===== config.mk =====
export PLATFORM = sky130hd
export DESIGN_NAME = ieee_multiply
export DESIGN_NICKNAME = d
export VERILOG_FILES = /design/src/rtl/ieee754_pkg.sv /design/src/rtl/ieee_mul_core.sv /design/src/rtl/ieee_multiply.sv
export SDC_FILE = /design/constraint.sdc
export NUM_CORES = 2
export LEC_CHECK = 0
export ABC_AREA = 1
export ABC_CLOCK_PERIOD_IN_PS = 2000
export CORE_UTILIZATION = 45
export DETAILED_ROUTE_END_ITERATION = 7
export PLACE_DENSITY = 0.61
export SYNTH_ARGS = -nofsm -noshare
export SYNTH_HDL_FRONTEND = slang
export SYNTH_SLANG_ARGS = --single-unit

===== constraint.sdc =====
create_clock -name clk -period 2 [get_ports clk]
set_input_delay 0.2 -clock clk [delete_from_list [all_inputs] [get_ports clk]]
set_output_delay 0.2 -clock clk [all_outputs]
set_load 0.02 [all_outputs]

===== src/rtl/ieee754_pkg.sv =====
// Shared binary32 field definitions, constants and operand classification
// used by the single-precision multiplier.
package ieee754_pkg;

    localparam int EXP_W  = 8;
    localparam int FRAC_W = 23;
    localparam int BIAS   = 127;

    localparam logic [31:0]      QNAN    = 32'h7FC00000;
    localparam logic [EXP_W-1:0] EXP_MAX = 8'hFF;

    typedef struct packed {
        logic              sign;
        logic [EXP_W-1:0]  exp;
        logic [FRAC_W-1:0] frac;
    } fp32_t;

    typedef enum logic [1:0] {
        ZERO,
        NORMAL,
        INF,
        NAN
    } fp_class_t;

    // Subnormals (exp=0, frac!=0) decode as ZERO: they are flushed on input.
    function automatic fp_class_t classify(input fp32_t x);
        if (x.exp == '0)
            return ZERO;
        else if (x.exp == EXP_MAX)
            return (x.frac == '0) ? INF : NAN;
        else
            return NORMAL;
    endfunction

endpackage


===== src/rtl/ieee_mul_core.sv =====
// Combinational binary32 multiply: decode, 24x24 mantissa product,
// normalize, round-to-nearest-even and special-case selection.
module ieee_mul_core
    import ieee754_pkg::*;
(
    input  logic [31:0] a,
    input  logic [31:0] b,
    output logic [31:0] prod
);

    fp32_t           fa;
    fp32_t           fb;
    fp_class_t       ca;
    fp_class_t       cb;
    logic            s;
    logic [47:0]     p;
    logic signed [9:0] e_sum;
    logic signed [9:0] e_norm;
    logic signed [9:0] e_fin;
    logic [22:0]     mant;
    logic            guard;
    logic            sticky;
    logic            round_up;
    logic [23:0]     mant_r;

    assign fa = a;
    assign fb = b;
    assign ca = classify(fa);
    assign cb = classify(fb);
    assign s  = fa.sign ^ fb.sign;

    assign p     = {1'b1, fa.frac} * {1'b1, fb.frac};
    assign e_sum = $signed({2'b00, fa.exp}) + $signed({2'b00, fb.exp}) - 10'sd127;

    always_comb begin
        if (p[47]) begin
            mant   = p[46:24];
            guard  = p[23];
            sticky = |p[22:0];
            e_norm = e_sum + 10'sd1;
        end else begin
            mant   = p[45:23];
            guard  = p[22];
            sticky = |p[21:0];
            e_norm = e_sum;
        end
    end

    // A carry out of the rounded fraction means it rolled over to 1.000..., so
    // the fraction is already zero and only the exponent needs bumping.
    assign round_up = guard & (sticky | mant[0]);
    assign mant_r   = {1'b0, mant} + {23'd0, round_up};
    assign e_fin    = e_norm + (mant_r[23] ? 10'sd1 : 10'sd0);

    always_comb begin
        prod = {s, 31'd0};
        if (ca == NAN || cb == NAN)
            prod = QNAN;
        else if ((ca == INF && cb == ZERO) || (ca == ZERO && cb == INF))
            prod = QNAN;
        else if (ca == INF || cb == INF)
            prod = {s, EXP_MAX, 23'd0};
        else if (ca == ZERO || cb == ZERO)
            prod = {s, 31'd0};
        else if (e_fin >= 10'sd255)
            prod = {s, EXP_MAX, 23'd0};
        else if (e_fin <= 10'sd0)
            prod = {s, 31'd0};
        else
            prod = {s, e_fin[7:0], mant_r[22:0]};
    end

endmodule


===== src/rtl/ieee_multiply.sv =====
// Single-precision IEEE 754 multiplier with a one-cycle registered result;
// no handshake, a new operand pair may be presented every cycle.
module ieee_multiply
    import ieee754_pkg::*;
(
    input  logic        clk,
    input  logic        rst,
    input  logic [31:0] a,
    input  logic [31:0] b,
    output logic [31:0] c
);

    logic [31:0] prod;

    ieee_mul_core u_core (
        .a    (a),
        .b    (b),
        .prod (prod)
    );

    always_ff @(posedge clk or posedge rst) begin
        if (rst)
            c <= 32'h00000000;
        else
            c <= prod;
    end

endmodule


==> implementation parameters <==
Parameter                              Value

Timing
  Minimum setup slack in the final design    -6.28 ns
  Final Cycle Share    4.14
  Slew @ Worst Pin    between 0.5 and 0.6 ns
  Clock period minus final worst setup slack    8.28 ns
  Final-report hold violation count    0
  Total setup violations reported at the end of the flow    32
  Number of max-slew violations in the final report    0
  Unrepaired setup endpoints after global routing    yes
  Worst hold margin    approximately 0.32 ns
  Peak clock frequency supported by timing    between 100 and 150 MHz
  Slew margin rel.    0.658

CTS
  Sink Count    32
  Post-cts hold buffer count    0
  Depth of the CTS H-tree    2
  Total CTS buffers    5
  CTS tree    yes
  Clk Tree Root Cell    clkbuf_16
  Number of buffers between clock root and the deepest sink    2
  Clock-pin slew on the worst setup and hold paths    approximately 0.060 ns

Synthesis
  Async set-reset flop share out of synthesis    1.00
  Synth Warn #    0
  Xor-xnor portion of the synthesized cell area    0.0174
  Adder and majority cell fraction of the synthesized area    0.506
  Number of flip-flops and latches in the synthesized netlist    32
  Sequential-to-total area share from yosys stat    0.0338
  Distinct cell type count of the synthesized netlist    52
  Most used standard cell by instance count after synthesis    inv_1
  Largest family of logic cells by synthesized area    adder cells
  Number of nets in the synthesized netlist    4,008
  Post-synthesis share of cell area spent on and, or, nand and nor gates    0.224
  Synthesized area per cell    ~7.2 um^2
  Top FF cell, synth    dfrtp_1
  Fraction of post-synthesis cell area in the top cell type by area    0.408
  List of most frequent post-synthesis cells    1,001 x inv_1, 888 x nand2_1, 483 x fa_1
  Number of enable flip-flop cells after synthesis    0
  Most area-hungry cell type in the Yosys netlist    fa_1
  Leading post-synthesis cells by cell area    fa_1 41%, inv_1 16%, nand2_1 14%
  Compound-gate portion of the synthesized area    0.0374
  Synthesized area    approximately 24,000 um^2
  Gate count after technology mapping    ~3,300
  Multiplexer fraction of the synthesized cell area    0

Worst hold path
  Classification of the worst-slack hold path    input port to asynchronous set/reset pin

Cells and area
  Top register by number of flip-flops    c
  Largest registers    c: 32 flops
  Final standard cell count with taps included and fillers excluded    about 4,600
  Fin nets    4,675
  Antenna diode instance count    0
  Flip-flop count of the largest register after layout    32
  Layout Cell Area excl Fill    approximately 33,000 um^2
  Fraction of final layout cells sized beyond drive strength 1    0.268
  Area Overhead vs Synth    39.4%

Worst setup path
  Worst-path maximum fanout    6
  Master of the slowest instance on the critical path    fa_1
  Data required time of the worst path    2.16 ns
  Critical Path Stages    49
  Gate family responsible for the most delay along the worst path    adder cells
  Worst setup endpoint    c[12]
  Type of the worst setup path    input port to flop
  Slowest stage delay, CP    slightly below 0.6 ns
  First element of the critical path    b[12]
  CP startpoint kind    input port
  Critical path arrival    roughly 8.4 ns
  Most frequent cell on the critical path    fa_1
  Critical Path End Type    flop
  Buffers plus inverters on the worst setup path    15

Drt
  Routed via count    between 20,000 and 25,000
  Uppermost metal layer occupied by signal nets    met5
  DR DRC count    0
  Avg WL per Cell    about 17 um
  Remaining antenna violation count after routing    0
  Final WL    80,200 um
  Iter 0 DRT Violations    around 1,500
  Metal-1 WL    31,700 um
  Drt via density    between 4 and 5
  Met3 WL    6240 um
  Met2 wire length    between 30,000 and 40,000 um
  Number of detailed-routing iterations run before antenna repair    6

Global routing
  Global-route wire length before repair    roughly 130,000 um
  GRT Residual Overflow    0
  Pin count of the biggest net entering global routing    33
  Via count of the first global-routing pass    between 20,000 and 25,000
  Overall track demand over capacity in global routing    0.309
  Number of antenna violations at the first check in global routing    1

Place
  Count of input and output buffers    a little under 100
  Global placer's final weighted congestion    0.932
  Final HPWL DP    between 60,000 and 70,000 um
  # placed instances    around 4,400
  Placed inst area    approximately 30,000 um^2

Floorplanning
  Area enclosed by the die boundary    around 54,000 um^2
  Starting Density    0.458
  Area of the placeable core    between 50,000 and 60,000 um^2
  Top Ports    between 90 and 100
  Height of the die    232 um
  # rows    83
  Die Span X    around 230 um

Status
  Violated checks    setup timing
  Status    finished with violations

Job
  MaxCap Viol Count    0
logic make-up after synthesis:
logic type | Yosys count
buf+inv | 1132
compound gates | 149
xor+xnor | 47
flops | 32
fa+ha+maj | 669
simple gates | 1244
routing by layer:
layer  up-vias  GRT usage
met2       809      0.538
met3       211     0.0591
met5         -          0
met1     11200      0.381
met4         2      0.105
li1      10700          -
layout by cell type, fill, tap and decap left out, types with 27 or more instances in the layout:
master / Yosys / routed
nand2_2: 17 / 58
nand3_1: 82 / 68
nand2_1: 888 / 825
fa_1: 483 / 456
nand4_1: 31 / 31
inv_2: 22 / 56
dfrtp_1: 32 / 32
a21oi_1: 58 / 45
xor2_1: 35 / 28
fa_2: 0 / 27
buf_12: 0 / 64
buf_4: 5 / 550
buf_6: 3 / 40
ha_1: 186 / 161
nor2_1: 121 / 100
clkdlybuf4s50_1: 0 / 51
inv_1: 1001 / 966
cell type report:
cell class / instances / area (um^2)
Clock buffer: 5 / 125
Timing Repair Buffer: 764 / 7460
Multi-Input combinational cell: 2114 / 19900
Inverter: 1023 / 3840
Clock inverter: 3 / 46.3
Fill cell: 4418 / 18700
Sequential cell: 32 / 801
Tap cell: 680 / 851
what timing repair did:
item | 4_1_cts | 5_1_grt
cloned | 34 | 2
setup endpoints to repair | 32 | 32
gates resized for setup | 460 | 115
pin swaps | 105 | 47
setup buffers | 129 | 10
how the worst min path moves through the flow:
stage / from / to / slack [ns] / depth (start not counted)
after detailed placement: rst / c[0] / 0.63 / 3
final: rst / c[5] / 0.32 / 3
after global routing: rst / c[0] / 0.40 / 3
after CTS: rst / c[0] / 0.34 / 3
after floorplan: rst / c[0] / 0.32 / 1
after global placement: rst / c[2] / 0.60 / 3
stage by stage:
| stage | setup slack (ns) | setup TNS (ns) | util |
|---|---|---|---|
| floorplan | -6.01 | -185.13 | - |
| global placement | -7.09 | -219.39 | 0.573 |
| detailed placement | -7.18 | -221.99 | 0.573 |
| CTS | -6.11 | -188.68 | 0.630 |
| global route | -6.68 | -205.70 | 0.639 |
| finish | -6.28 | -193.83 | 0.639 |
Power is left out: the tool's default activity adds up to more than one toggle a clock period on the data nets, which glitch-free logic cannot reach.
